`src/rtl/trencadis_pulse_train_generator.sv`:
```
// Purpose : CH-channel pulse/PWM generator. Each channel has a programmable period counter,
//           a tail-aligned high width, and a CONT, ONESHOT or BURST mode.
// Latency : outputs are registered; busy_o rises and the phase count starts the cycle after the starting edge.
// Backpr. : none. The block only sources strobes, so nothing downstream can stall it.
//
// Ports
//   clk_i, rst_i  clock and asynchronous active-high reset
//   en_i[CH]      per-channel enable; low aborts the channel to IDLE on the next edge without a done_o
//   start_i[CH]   per-channel start strobe, used only in ONESHOT/BURST while the channel is IDLE
//   sync_i        global phase realign: every RUN channel restarts its phase count at 0
//   mode_i        2 bits/channel: 00 CONT, 01 ONESHOT, 10 BURST, 11 CONT
//   period_i      SIZE bits/channel, max count M; the period is M+1 cycles
//   width_i       SIZE bits/channel, high cycles W at the end of each period (clamped to M)
//   burst_i       BURST_W bits/channel, number of periods N in a burst
//   pulse_o       registered pulse/PWM output
//   busy_o        the channel is in RUN
//   done_o        one-cycle strobe when a ONESHOT/BURST finishes
module trencadis_pulse_train_generator #(
  parameter int SIZE    = 8,
  parameter int CH      = 4,
  parameter int BURST_W = 4
) (
  input  logic                 clk_i,
  input  logic                 rst_i,
  input  logic [CH-1:0]        en_i,
  input  logic [CH-1:0]        start_i,
  input  logic                 sync_i,
  input  logic [2*CH-1:0]      mode_i,
  input  logic [SIZE*CH-1:0]   period_i,
  input  logic [SIZE*CH-1:0]   width_i,
  input  logic [BURST_W*CH-1:0] burst_i,
  output logic [CH-1:0]        pulse_o,
  output logic [CH-1:0]        busy_o,
  output logic [CH-1:0]        done_o
);

  typedef enum logic {ST_IDLE, ST_RUN} state_t;

  // The width is clamped to M, so the period always keeps at least one low cycle (j=0).
  function automatic logic [SIZE-1:0] width_eff(input logic [SIZE-1:0] m, input logic [SIZE-1:0] w);
    return (w > m) ? m : w;
  endfunction

  // High for j in [P-Weff, P-1], which is the same as j > M-Weff.
  // M-Weff cannot underflow because Weff <= M. Weff=0 never drives the output high.
  function automatic logic high_at(input logic [SIZE-1:0] j, input logic [SIZE-1:0] m,
                                   input logic [SIZE-1:0] w);
    logic [SIZE-1:0] we;
    we = width_eff(m, w);
    return (we != '0) && (j > (m - we));
  endfunction

  for (genvar c = 0; c < CH; c++) begin : g_ch
    logic [1:0]         mode_in;
    logic [SIZE-1:0]    m_in;
    logic [SIZE-1:0]    w_in;
    logic [BURST_W-1:0] n_in;
    logic               cont_in;

    state_t             state;
    logic [SIZE-1:0]    j;       // phase count within the current period
    logic [SIZE-1:0]    m_q;
    logic [SIZE-1:0]    w_q;
    logic [BURST_W-1:0] rem;     // periods left in the burst, including the current one
    logic               cont_q;
    logic               pulse_q;
    logic               busy_q;
    logic               done_q;

    assign mode_in = mode_i[2*c +: 2];
    assign m_in    = period_i[SIZE*c +: SIZE];
    assign w_in    = width_i[SIZE*c +: SIZE];
    assign cont_in = (mode_in == 2'b00) || (mode_in == 2'b11);
    // A ONESHOT is a burst of exactly one period.
    assign n_in    = (mode_in == 2'b01) ? BURST_W'(1) : burst_i[BURST_W*c +: BURST_W];

    always_ff @(posedge clk_i or posedge rst_i) begin
      if (rst_i) begin
        state   <= ST_IDLE;
        j       <= '0;
        m_q     <= '0;
        w_q     <= '0;
        rem     <= '0;
        cont_q  <= 1'b0;
        pulse_q <= 1'b0;
        busy_q  <= 1'b0;
        done_q  <= 1'b0;
      end else begin
        done_q <= 1'b0;
        if (!en_i[c]) begin
          // An abort takes priority over everything and never reports completion.
          state   <= ST_IDLE;
          j       <= '0;
          pulse_q <= 1'b0;
          busy_q  <= 1'b0;
        end else begin
          case (state)
            ST_IDLE: begin
              pulse_q <= 1'b0;
              j       <= '0;
              if (cont_in) begin
                state  <= ST_RUN;
                cont_q <= 1'b1;
                m_q    <= m_in;
                w_q    <= w_in;
                busy_q <= 1'b1;
              end else if (start_i[c]) begin
                if ((n_in == '0) || (m_in == '0)) begin
                  // An empty burst completes at once and the channel stays IDLE.
                  done_q <= 1'b1;
                end else begin
                  state  <= ST_RUN;
                  cont_q <= 1'b0;
                  m_q    <= m_in;
                  w_q    <= w_in;
                  rem    <= n_in;
                  busy_q <= 1'b1;
                end
              end
            end
            ST_RUN: begin
              if (sync_i) begin
                // The phase restarts, and the burst keeps the periods it has already completed.
                // A sync on the wrap edge wins, so that period is not counted.
                j       <= '0;
                pulse_q <= 1'b0;
              end else if (j == m_q) begin
                j       <= '0;
                pulse_q <= 1'b0;
                if (cont_q) begin
                  // CONT picks up new period and width only at the period boundary.
                  m_q <= m_in;
                  w_q <= w_in;
                end else if (rem == BURST_W'(1)) begin
                  state  <= ST_IDLE;
                  busy_q <= 1'b0;
                  done_q <= 1'b1;
                end else begin
                  rem <= rem - BURST_W'(1);
                end
              end else begin
                j       <= j + SIZE'(1);
                pulse_q <= high_at(j + SIZE'(1), m_q, w_q);
              end
            end
            default: begin
              state   <= ST_IDLE;
              pulse_q <= 1'b0;
              busy_q  <= 1'b0;
            end
          endcase
        end
      end
    end

    assign pulse_o[c] = pulse_q;
    assign busy_o[c]  = busy_q;
    assign done_o[c]  = done_q;
  end

endmodule
```
`config.mk`:
```
export PLATFORM = sky130hd
export DESIGN_NAME = trencadis_pulse_train_generator
export DESIGN_NICKNAME = d
export VERILOG_FILES = /design/src/rtl/trencadis_pulse_train_generator.sv
export SDC_FILE = /design/constraint.sdc
export NUM_CORES = 1
export LEC_CHECK = 0
export ABC_AREA = 1
export CAP_MARGIN = 5
export CORE_UTILIZATION = 40
export CTS_BUF_LIST = sky130_fd_sc_hd__clkbuf_8
export CTS_CLUSTER_DIAMETER = 30
export CTS_CLUSTER_SIZE = 16
export DETAILED_ROUTE_END_ITERATION = 10
export GPL_ROUTABILITY_DRIVEN = 0
export PLACE_DENSITY_LB_ADDON = 0.25
export SLEW_MARGIN = 10
export SYNTH_ARGS = -nofsm -noshare
export SYNTH_HDL_FRONTEND = slang
export SYNTH_SLANG_ARGS = --single-unit
```
`constraint.sdc`:
```
create_clock -name clk_i -period 6.33 [get_ports clk_i]
set_input_delay 0.633 -clock clk_i [delete_from_list [all_inputs] [get_ports clk_i]]
set_output_delay 0.633 -clock clk_i [all_outputs]
set_load 0.005 [all_outputs]
```
==> results by group <==
Cells and area
  – Share of cells above drive strength 1: 0.04047
  – Final Net Count: 1718
  – Layout Area Growth over Synthesis: 17.46%
  – Inserted Diodes: 0
  – Fillers: 2515
  – Final cell count without fillers: 1856

Die
  – Die X: 160.8 um
  – Total Die Area: 25860 sq um
  – Die Height: 160.8 um
  – Initial core utilization: 0.4113
  – Core Area: 24530 sq um
  – # rows: 57
  – I/O Pins: 111

Detailed routing
  – Met3 routed WL: 653 um
  – Vias: 9006
  – Vias/cell: 4.852
  – WL met2: 11380 um
  – DRT iter0 DRCs: 447
  – DRC viols: 0
  – Wire per inst: 12.66 um
  – Highest Signal Layer: met4
  – ANT nets after route: 0
  – DRT Pass-1 Iters: 5
  – Routed metal-1 wirelength: 11230 um
  – Routed WL: 23500 um

CTS
  – Clock Latency Late Sink: 460 ps
  – TritonCTS clock tree: built
  – Clock Tree Buf Depth: 2
  – Hold_buf cts: 0
  – CTS resizes: 0
  – Clock Tree Root: clkbuf_8
  – CTS sink count: 132
  – # H-tree levels: 4
  – Total CTS buffers: 17
  – Clk slew on worst S/H paths: 80 ps
  – Post-CTS setup buffers: 0

Timing
  – Fmax: 0.2439 GHz
  – Hold slack final: 485.8 ps
  – Fin. Hold Viols: 0
  – RSZ-0062 raised after global routing: false
  – Final period utilization: 0.6477
  – Fin crit period: 4100 ps
  – Setup TNS: 0 ps
  – Final slew viol count: 0
  – Setup violations, final: 0
  – Final Skew: 19.20 ps
  – Least-Margin Pin Slew: 1051 ps
  – Slew Limit Headroom: 0.2992

Synth
  – Yosys warns: 0
  – Register area share after synthesis: 0.3274
  – Syn avg cell area: 7.100 sq um
  – Synth unique cells: 47
  – Synth top area cells: dfrtp_1 (33%), nand2_1 (12%), ha_1 (12%), inv_1 (9.2%), o21ai_0 (4.9%)
  – Top post-synthesis cells by count: nand2_1 (334), inv_1 (248), dfrtp_1 (132)
  – FF+latch count, synth: 132
  – Post-synth top flop: dfrtp_1
  – Syn Nets: 1620
  – Async set-or-reset flop fraction in the synthesized netlist: 1.000
  – Count leader, synth: nand2_1
  – Yosys top cell area share: 0.3274
  – Cell taking the most area after synthesis: dfrtp_1
  – Post-Syn Area: 10090 sq um
  – Number of synthesized flops with an enable pin: 0
  – Gate Count Post-Synth: 1421

Worst setup path
  – CP most frequent cell: nand2_1
  – Crit path kind: reg2reg
  – Crit-path leading delay family: simple AND/OR/NAND/NOR gates
  – Critical Path RT: 6650 ps
  – CP Launch Type: flop
  – WP data arrival: 4420 ps
  – Worst r2r dst: g_ch[0].pulse_q
  – Worst-path maximum fanout: 19
  – Worst path max stage delay: 450 ps
  – CP Capture Point: g_ch[0].pulse_q
  – Critical path capture point type: flop
  – Worst r2r path cells: 19
  – Critical Path Source: g_ch[0].m_q[7]
  – Crit path depth: 19
  – R2R Setup Slk: 2230 ps
  – Max stage delay cell, worst path: dfrtp_1
  – Worst r2r src: g_ch[0].m_q[7]
  – Sequence of cells on the critical path: inv_1 > ha_1 > nand2_1 > nor2_1 > nand4_1 > nand2_1 > inv_1 > o21ai_0 > ha_1 > inv_1 > o21ai_0 > a21boi_0 > nand2_1 > nand2_1 > nand2_1 > ha_1 > nand4_1 > o311ai_0 > nor2_1
  – CP bufs+invs: 3

Global routing
  – Largest net degree at the start of global routing: 70
  – Vias in the first global route: 8700
  – GRT Residual Overflow: 0
  – GR Util All Layers: 0.1899
  – First-pass GRT wire length: 40150 um
  – Initial antenna violation count: 0

Pwr
  – PD cells: 404.1 nW/um^2
  – PnR Total Power: 4.789 mW
  – Leakage: 6.212 nW
  – Peak supply drop: 0.0001641 V

Min path
  – HP Class: reg2reg

Run status
  – Status: completed

Placement
  – Hpwl dp: 18600 um
  – Number of buffers added on ports: 110
  – Inst Count DP: 1824

Job
  – Maxcap violations: 0
==> sequential cells by signal, indices dropped and copies added, names as in the netlist <==
| signal | flops |
|---|---|
| g_ch.j | 32 |
| g_ch.state | 4 |
| g_ch.pulse_q | 4 |
| g_ch.w_q | 32 |
| g_ch.busy_q | 4 |
| g_ch.done_q | 4 |
| g_ch.rem | 16 |
| g_ch.m_q | 32 |
| g_ch.cont_q | 4 |
==> how the worst min path moves through the flow <==
stage | cells after the start | from | slack (ps) | to
2_1_floorplan | 2 | g_ch[1].busy_q | 440 | g_ch[1].busy_q
3_3_place_gp | 2 | g_ch[1].busy_q | 470 | g_ch[1].busy_q
3_5_place_dp | 2 | g_ch[1].busy_q | 470 | g_ch[1].busy_q
4_1_cts | 2 | g_ch[1].busy_q | 490 | g_ch[1].busy_q
5_1_grt | 2 | g_ch[1].busy_q | 540 | g_ch[1].busy_q
6_report | 2 | g_ch[1].busy_q | 490 | g_ch[1].busy_q
==> logic make-up after synthesis <==
group,count (synthesis),synth area share
compound gates,220,0.1235
xor+xnor,54,0.04687
fa+ha+maj,100,0.1240
buf+inv,286,0.1137
flops,132,0.3274
simple gates,629,0.2645
==> per-layer routing <==
layer,up-vias,track usage
met5,-,0
met4,0,0.04417
met3,15,0.03280
met2,115,0.3298
met1,4123,0.2447
li1,4753,-
==> layout by cell type (no fill, tap or decap), drive strengths merged, types with 5 or more instances in the layout <==
master           n
clkinv           8
nand3b           6
a21o             5
o211ai           9
a21oi           66
nand2          337
or2              5
xnor2           17
inv            251
ha             100
nor3            27
clkbuf          20
dfrtp          132
nand3           98
xor2            37
nor2           128
clkdlybuf4s50  110
nand4           21
o21ai          115
a21boi           5
==> layout make-up <==
class	count	area, sq um	share of cell area
sequential	132	3303	0.2787
multi-input combinational	1003	5643	0.4761
timing repair buffer	112	1116	0.09417
inverter	253	954.7	0.08055
tap	324	405.4	0.03421
clock inverter	12	153.9	0.01299
clock buffer	20	275.3	0.02323
==> metrics by stage <==
stage,setup slack [ps],cell area [sq um],util
after floorplan,2171,10090,-
after global placement,2398,11420,0.4656
after detailed placement,2311,11420,0.4656
after CTS,2215,11850,0.4831
after global routing,1799,11850,0.4831
final,2230,11850,0.4831
==> tightest hold or removal path, stage by stage, from the launching register on <==
cell and delay (ps):
dfrtp_1 360, nand2_1 50, nand2_1 50
==> power breakdown <==
group	switching [mW]	total, mW	internal, mW
registers	0.196	1.23	1.03
logic	1.70	2.77	1.08
clock network	0.364	0.785	0.421
Note: power is estimated with default switching activity, not from simulation.
